$ cat src/rtl/l1d_fifo_pkg.sv
// Shared sizing helpers for the L1D register FIFO and its storage.
package l1d_fifo_pkg;

    localparam int DEFAULT_DEPTH = 8;

    // Pointer width: index bits plus one wrap bit.
    function automatic int ptr_w(input int depth);
        return $clog2(depth) + 1;
    endfunction

    function automatic int cnt_w(input int depth);
        return $clog2(depth + 1);
    endfunction

    localparam int DEFAULT_CNT_W = $clog2(DEFAULT_DEPTH + 1);

endpackage

$ cat src/rtl/l1d_reg_fifo_ram.sv
// Register-array dual-port RAM with a synchronous write and a combinational read.
module reg_dual_ram #(
    parameter int WIDTH = 8,
    parameter int DEPTH = 8,
    parameter int AW    = $clog2(DEPTH)
) (
    input  logic             clk,
    input  logic             rst,
    input  logic             we,
    input  logic [AW-1:0]    wa,
    input  logic [WIDTH-1:0] wd,
    input  logic             re,
    input  logic [AW-1:0]    ra,
    output logic [WIDTH-1:0] rd
);

    logic [WIDTH-1:0] mem_q [DEPTH];

    always_ff @(posedge clk) begin
        if (rst) begin
            for (int unsigned i = 0; i < DEPTH; i++) begin
                mem_q[i] <= '0;
            end
        end else if (we) begin
            mem_q[wa] <= wd;
        end
    end

    assign rd = re ? mem_q[ra] : '0;

endmodule

$ cat src/rtl/l1d_reg_fifo.sv
// First-word-fall-through valid/ready FIFO for L1D request/response queues.
module l1d_reg_fifo
    import l1d_fifo_pkg::*;
#(
    parameter int WIDTH    = 8,
    parameter int DEPTH    = 8,
    parameter int AFULL_TH = DEPTH - 2
) (
    input  logic                      clk,
    input  logic                      rst_n,
    input  logic                      flush,
    input  logic                      enq_valid,
    output logic                      enq_ready,
    input  logic [WIDTH-1:0]          enq_data,
    output logic                      deq_valid,
    input  logic                      deq_ready,
    output logic [WIDTH-1:0]          deq_data,
    output logic [cnt_w(DEPTH)-1:0]   count,
    output logic                      full,
    output logic                      empty,
    output logic                      afull
);

    localparam int PTR_W = ptr_w(DEPTH);
    localparam int IDX_W = PTR_W - 1;
    localparam int CNT_W = cnt_w(DEPTH);
    localparam logic [CNT_W-1:0] AFULL_C = CNT_W'(AFULL_TH);

    logic [PTR_W-1:0] wr_ptr_q, wr_ptr_d;
    logic [PTR_W-1:0] rd_ptr_q, rd_ptr_d;
    logic             enq_fire, deq_fire;

    assign empty     = (wr_ptr_q == rd_ptr_q);
    assign full      = (wr_ptr_q[IDX_W-1:0] == rd_ptr_q[IDX_W-1:0]) &&
                       (wr_ptr_q[PTR_W-1] != rd_ptr_q[PTR_W-1]);
    assign count     = CNT_W'(wr_ptr_q - rd_ptr_q);
    assign afull     = (count >= AFULL_C);

    // enq_ready depends only on full, so no combinational path from deq_ready.
    assign enq_ready = ~full;
    assign deq_valid = ~empty;

    assign enq_fire  = enq_valid & enq_ready & ~flush;
    assign deq_fire  = deq_valid & deq_ready & ~flush;

    always_comb begin
        wr_ptr_d = wr_ptr_q;
        rd_ptr_d = rd_ptr_q;
        if (flush) begin
            rd_ptr_d = wr_ptr_q;
        end else begin
            if (enq_fire) wr_ptr_d = wr_ptr_q + 1'b1;
            if (deq_fire) rd_ptr_d = rd_ptr_q + 1'b1;
        end
    end

    always_ff @(posedge clk or negedge rst_n) begin
        if (!rst_n) begin
            wr_ptr_q <= '0;
            rd_ptr_q <= '0;
        end else begin
            wr_ptr_q <= wr_ptr_d;
            rd_ptr_q <= rd_ptr_d;
        end
    end

    // Payload is never reset; only the pointers define what is visible.
    reg_dual_ram #(
        .WIDTH (WIDTH),
        .DEPTH (DEPTH),
        .AW    (IDX_W)
    ) u_ram (
        .clk (clk),
        .rst (1'b0),
        .we  (enq_fire),
        .wa  (wr_ptr_q[IDX_W-1:0]),
        .wd  (enq_data),
        .re  (1'b1),
        .ra  (rd_ptr_q[IDX_W-1:0]),
        .rd  (deq_data)
    );

    a_no_enq_when_full: assert property (@(posedge clk) disable iff (!rst_n)
        !(enq_fire && full)) else $error("enqueue fired while full");

    a_no_deq_when_empty: assert property (@(posedge clk) disable iff (!rst_n)
        !(deq_fire && empty)) else $error("dequeue fired while empty");

endmodule
$ cat config.mk
export PLATFORM = sky130hd
export DESIGN_NAME = l1d_reg_fifo
export DESIGN_NICKNAME = d
export VERILOG_FILES = /design/src/rtl/l1d_fifo_pkg.sv /design/src/rtl/l1d_reg_fifo_ram.sv /design/src/rtl/l1d_reg_fifo.sv
export SDC_FILE = /design/constraint.sdc
export NUM_CORES = 1
export LEC_CHECK = 0
export CORE_MARGIN = 5
export CORE_UTILIZATION = 35
export DETAILED_ROUTE_END_ITERATION = 7
export SKIP_CTS_REPAIR_TIMING = 1
export SLEW_MARGIN = 20
export SYNTH_ARGS = -nofsm -noshare
export SYNTH_HDL_FRONTEND = slang
export SYNTH_SLANG_ARGS = --single-unit
$ cat constraint.sdc
create_clock -name clk -period 5.5 [get_ports clk]
set_input_delay 0.825 -clock clk [delete_from_list [all_inputs] [get_ports clk]]
set_output_delay 0.825 -clock clk [all_outputs]
set_load 0.05 [all_outputs]
==> summary.md <==
| Metric | Value |
|---|---|
| DRC Markers | 0 |
| Setup_tns | 0 ns |
| Synth Area per Inst | 15.9 sq um |
| Tightest Hold Check Type | reg2reg |
| Clock skew | 0.0111 ns |
| Count of unique library cells instantiated by Yosys | 40 |
| Crit-path max FO | 12 |
| Max-slew violation count | 0 |
| Chip width | roughly 100 microns |
| Count leader, synth | edfxtp_1 |
| Gpl congestion | 0.749 |
| Kind of critical path | reg2out |
| Routed wire per std cell | 18.4 microns |
| Clk buf depth | 2 |
| Root Buffer | clkbuf_8 |
| Critical Path Start Type | flop |
| Post-route insts no fill | between 300 and 400 |
| Final worst slack | 1.74 ns |
| Initial Utilization | between 30% and 40% |
| Post-synth top area share | slightly above 60% |
| First-pass GRT wire length | 10300 microns |
| Status | completed |
| Met3 routed WL | roughly 280 microns |
| Final worst-path cycle share | between 60% and 70% |
| DIE AREA | roughly 11000 sq um |
| Cell area after synthesis | 3150 sq um |
| Post-synthesis net count | 217 |
| Cell row count | 34 |
| Core area | 8760 sq um |
| CTS Sinks | 72 |
| Via/cell ratio | 5.10 |
| DR WL met2 | ~3100 microns |
| Fillers | 803 |
| Inserted Clock Buffers | 9 |
| Initial DRC count | 146 |
| Endpoints failing setup | 0 |
| Final core area utilization | 43.6% |
| Top cells by count, synth | edfxtp_1, nand2_1, mux4_2 |
| Flop-to-flop setup slack | roughly 2.6 ns |
| Post-synth top area cell | edfxtp_1 |
| Final Net Count | roughly 250 |
| Max Used Layer | met4 |
| Post-synth EDFFs | between 60 and 70 |
| Placed insts | 329 |
| Area Overhead vs Synth | 21.0% |
| Post-synth top flop | edfxtp_1 |
| Data required time of the critical path | 4.68 ns |
| PortBufs | 29 |
| TritonRoute pass-1 iters | 4 |
| Worst Max-Slew Pin Slew | between 1 and 1.5 ns |
| Register area share after synthesis | 67.3% |
| WL met1 | between 2000 and 3000 microns |
| Number of I/O pins | 30 |
| Vias | 1760 |
| Synth Instances | 198 |
| Layout cells sized above 1 | ~19% |
| Ys Warns | 0 |
| Critical Path Sink Type | output port |
| Die height | roughly 100 microns |
| Reg clk slew, reported paths | 0.08 ns |
| DRT antenna net count | 0 |
| #FFs+latches synth | 72 |
| Number of global-route vias before repair | ~1800 |
| H-tree levels | 3 |
| Crit path DAT | 2.94 ns |
| N_diodes | 0 |
| Share of flip-flops with an asynchronous set or reset | 11.1% |
| Unrepaired setup endpoints after global routing | no |
| GR Overflow Total | 0 |
| GR Util All Layers | between 10% and 20% |
| Area contributors post-synth | edfxtp_1, mux4_2, dfrtp_1 |
| Worst-Skew Late Latency | 0.34 ns |
| Final hold violation count | 0 |
| Pre-CTS setup slack | 2.08 ns |
| Max-cap violations | 0 |
| Min cycle time layout | 3.76 ns |
| Max Clk Rate | 266 MHz |
| Max-slew headroom | 29.6% |
| HPWL Detailed | between 4000 and 5000 microns |
| Total Wirelength | 6370 microns |
| Largest net degree at the start of global routing | 23 |
| Initial antenna violation count | 0 |
| CTS tree | yes |
-- cell families after synthesis --
kind of cell    after synthesis  synth area share, %
xor+xnor                      6                 2.14
fa+ha+maj                     6                 2.62
simple gates                 61                 9.40
flops                        72                 67.3
mux                          17                 11.8
compound gates               17                 4.32
buf+inv                      19                 2.46
-- final cells by class --
class | instances | area, sq um | area share [%]
clock buffers | 10 | 128 | 3.34
well taps | 108 | 135 | 3.54
multi-input cells | 107 | 971 | 25.4
inverters | 9 | 33.8 | 0.885
repair buffers | 33 | 320 | 8.39
flip-flops and latches | 72 | 2120 | 55.6
clock inverters | 6 | 108 | 2.82
-- flip-flops by register name (all words and copies together) (netlist names) --
register	cells
u_ram.mem_q	64
wr_ptr_q	4
rd_ptr_q	4
-- layer usage --
metal | vias up | track usage [%]
met5 | - | 0
met4 | 0 | 2.74
li1 | 826 | -
met3 | 4 | 4.13
met1 | 897 | 17.0
met2 | 33 | 19.2
-- metrics by stage --
step,hold WS [ns],area [sq um]
floorplan,0.529,3150
global placement,0.649,3580
detailed placement,0.651,3580
CTS,0.667,3820
global route,0.679,3820
finish,0.657,3820
-- cells in the final DEF, fill, tap and decap left out, types with 2 or more instances in the layout --
master,synthesis,final
bufinv_16,0,3
nor2_1,5,5
nand2_1,33,33
inv_1,9,9
nor3_1,5,3
a21oi_1,4,4
or3b_2,2,2
buf_4,0,4
and3_1,3,3
dfrtp_1,8,8
xnor2_1,4,4
o211ai_1,4,4
nand2b_1,2,2
edfxtp_1,64,64
nor3_2,0,2
clkdlybuf4s50_1,0,29
clkbuf_8,0,9
o21ai_1,2,2
mux4_2,16,16
ha_1,5,5
-- final timing paths --
| path | start | endpoint | cells past startpoint |
|---|---|---|---|
| max in group asynchronous | rst_n | wr_ptr_q[0]$_DFFE_PN0P_ | 1 |
| setup reg to reg | rd_ptr_q[2]$_DFFE_PN0P_ | u_ram.mem_q[6][1]$_DFFE_PP_ | 5 |
| setup / recovery | rd_ptr_q[2]$_DFFE_PN0P_ | empty | 6 |
| min in group asynchronous | rst_n | wr_ptr_q[2]$_DFFE_PN0P_ | 1 |
| hold reg to reg | wr_ptr_q[3]$_DFFE_PN0P_ | wr_ptr_q[3]$_DFFE_PN0P_ | 1 |
| hold / removal | wr_ptr_q[3]$_DFFE_PN0P_ | wr_ptr_q[3]$_DFFE_PN0P_ | 1 |
-- critical path: stages (launching register included) --
cell	delay, ns
dfrtp_1	0.57
inv_1	0.29
ha_1	0.48
and3_1	0.26
nand2_1	0.12
inv_1	0.08
clkdlybuf4s50_1	0.79
Power is not shown: default switching activity piles up to over one toggle a cycle in this logic, so the estimate is an artifact.
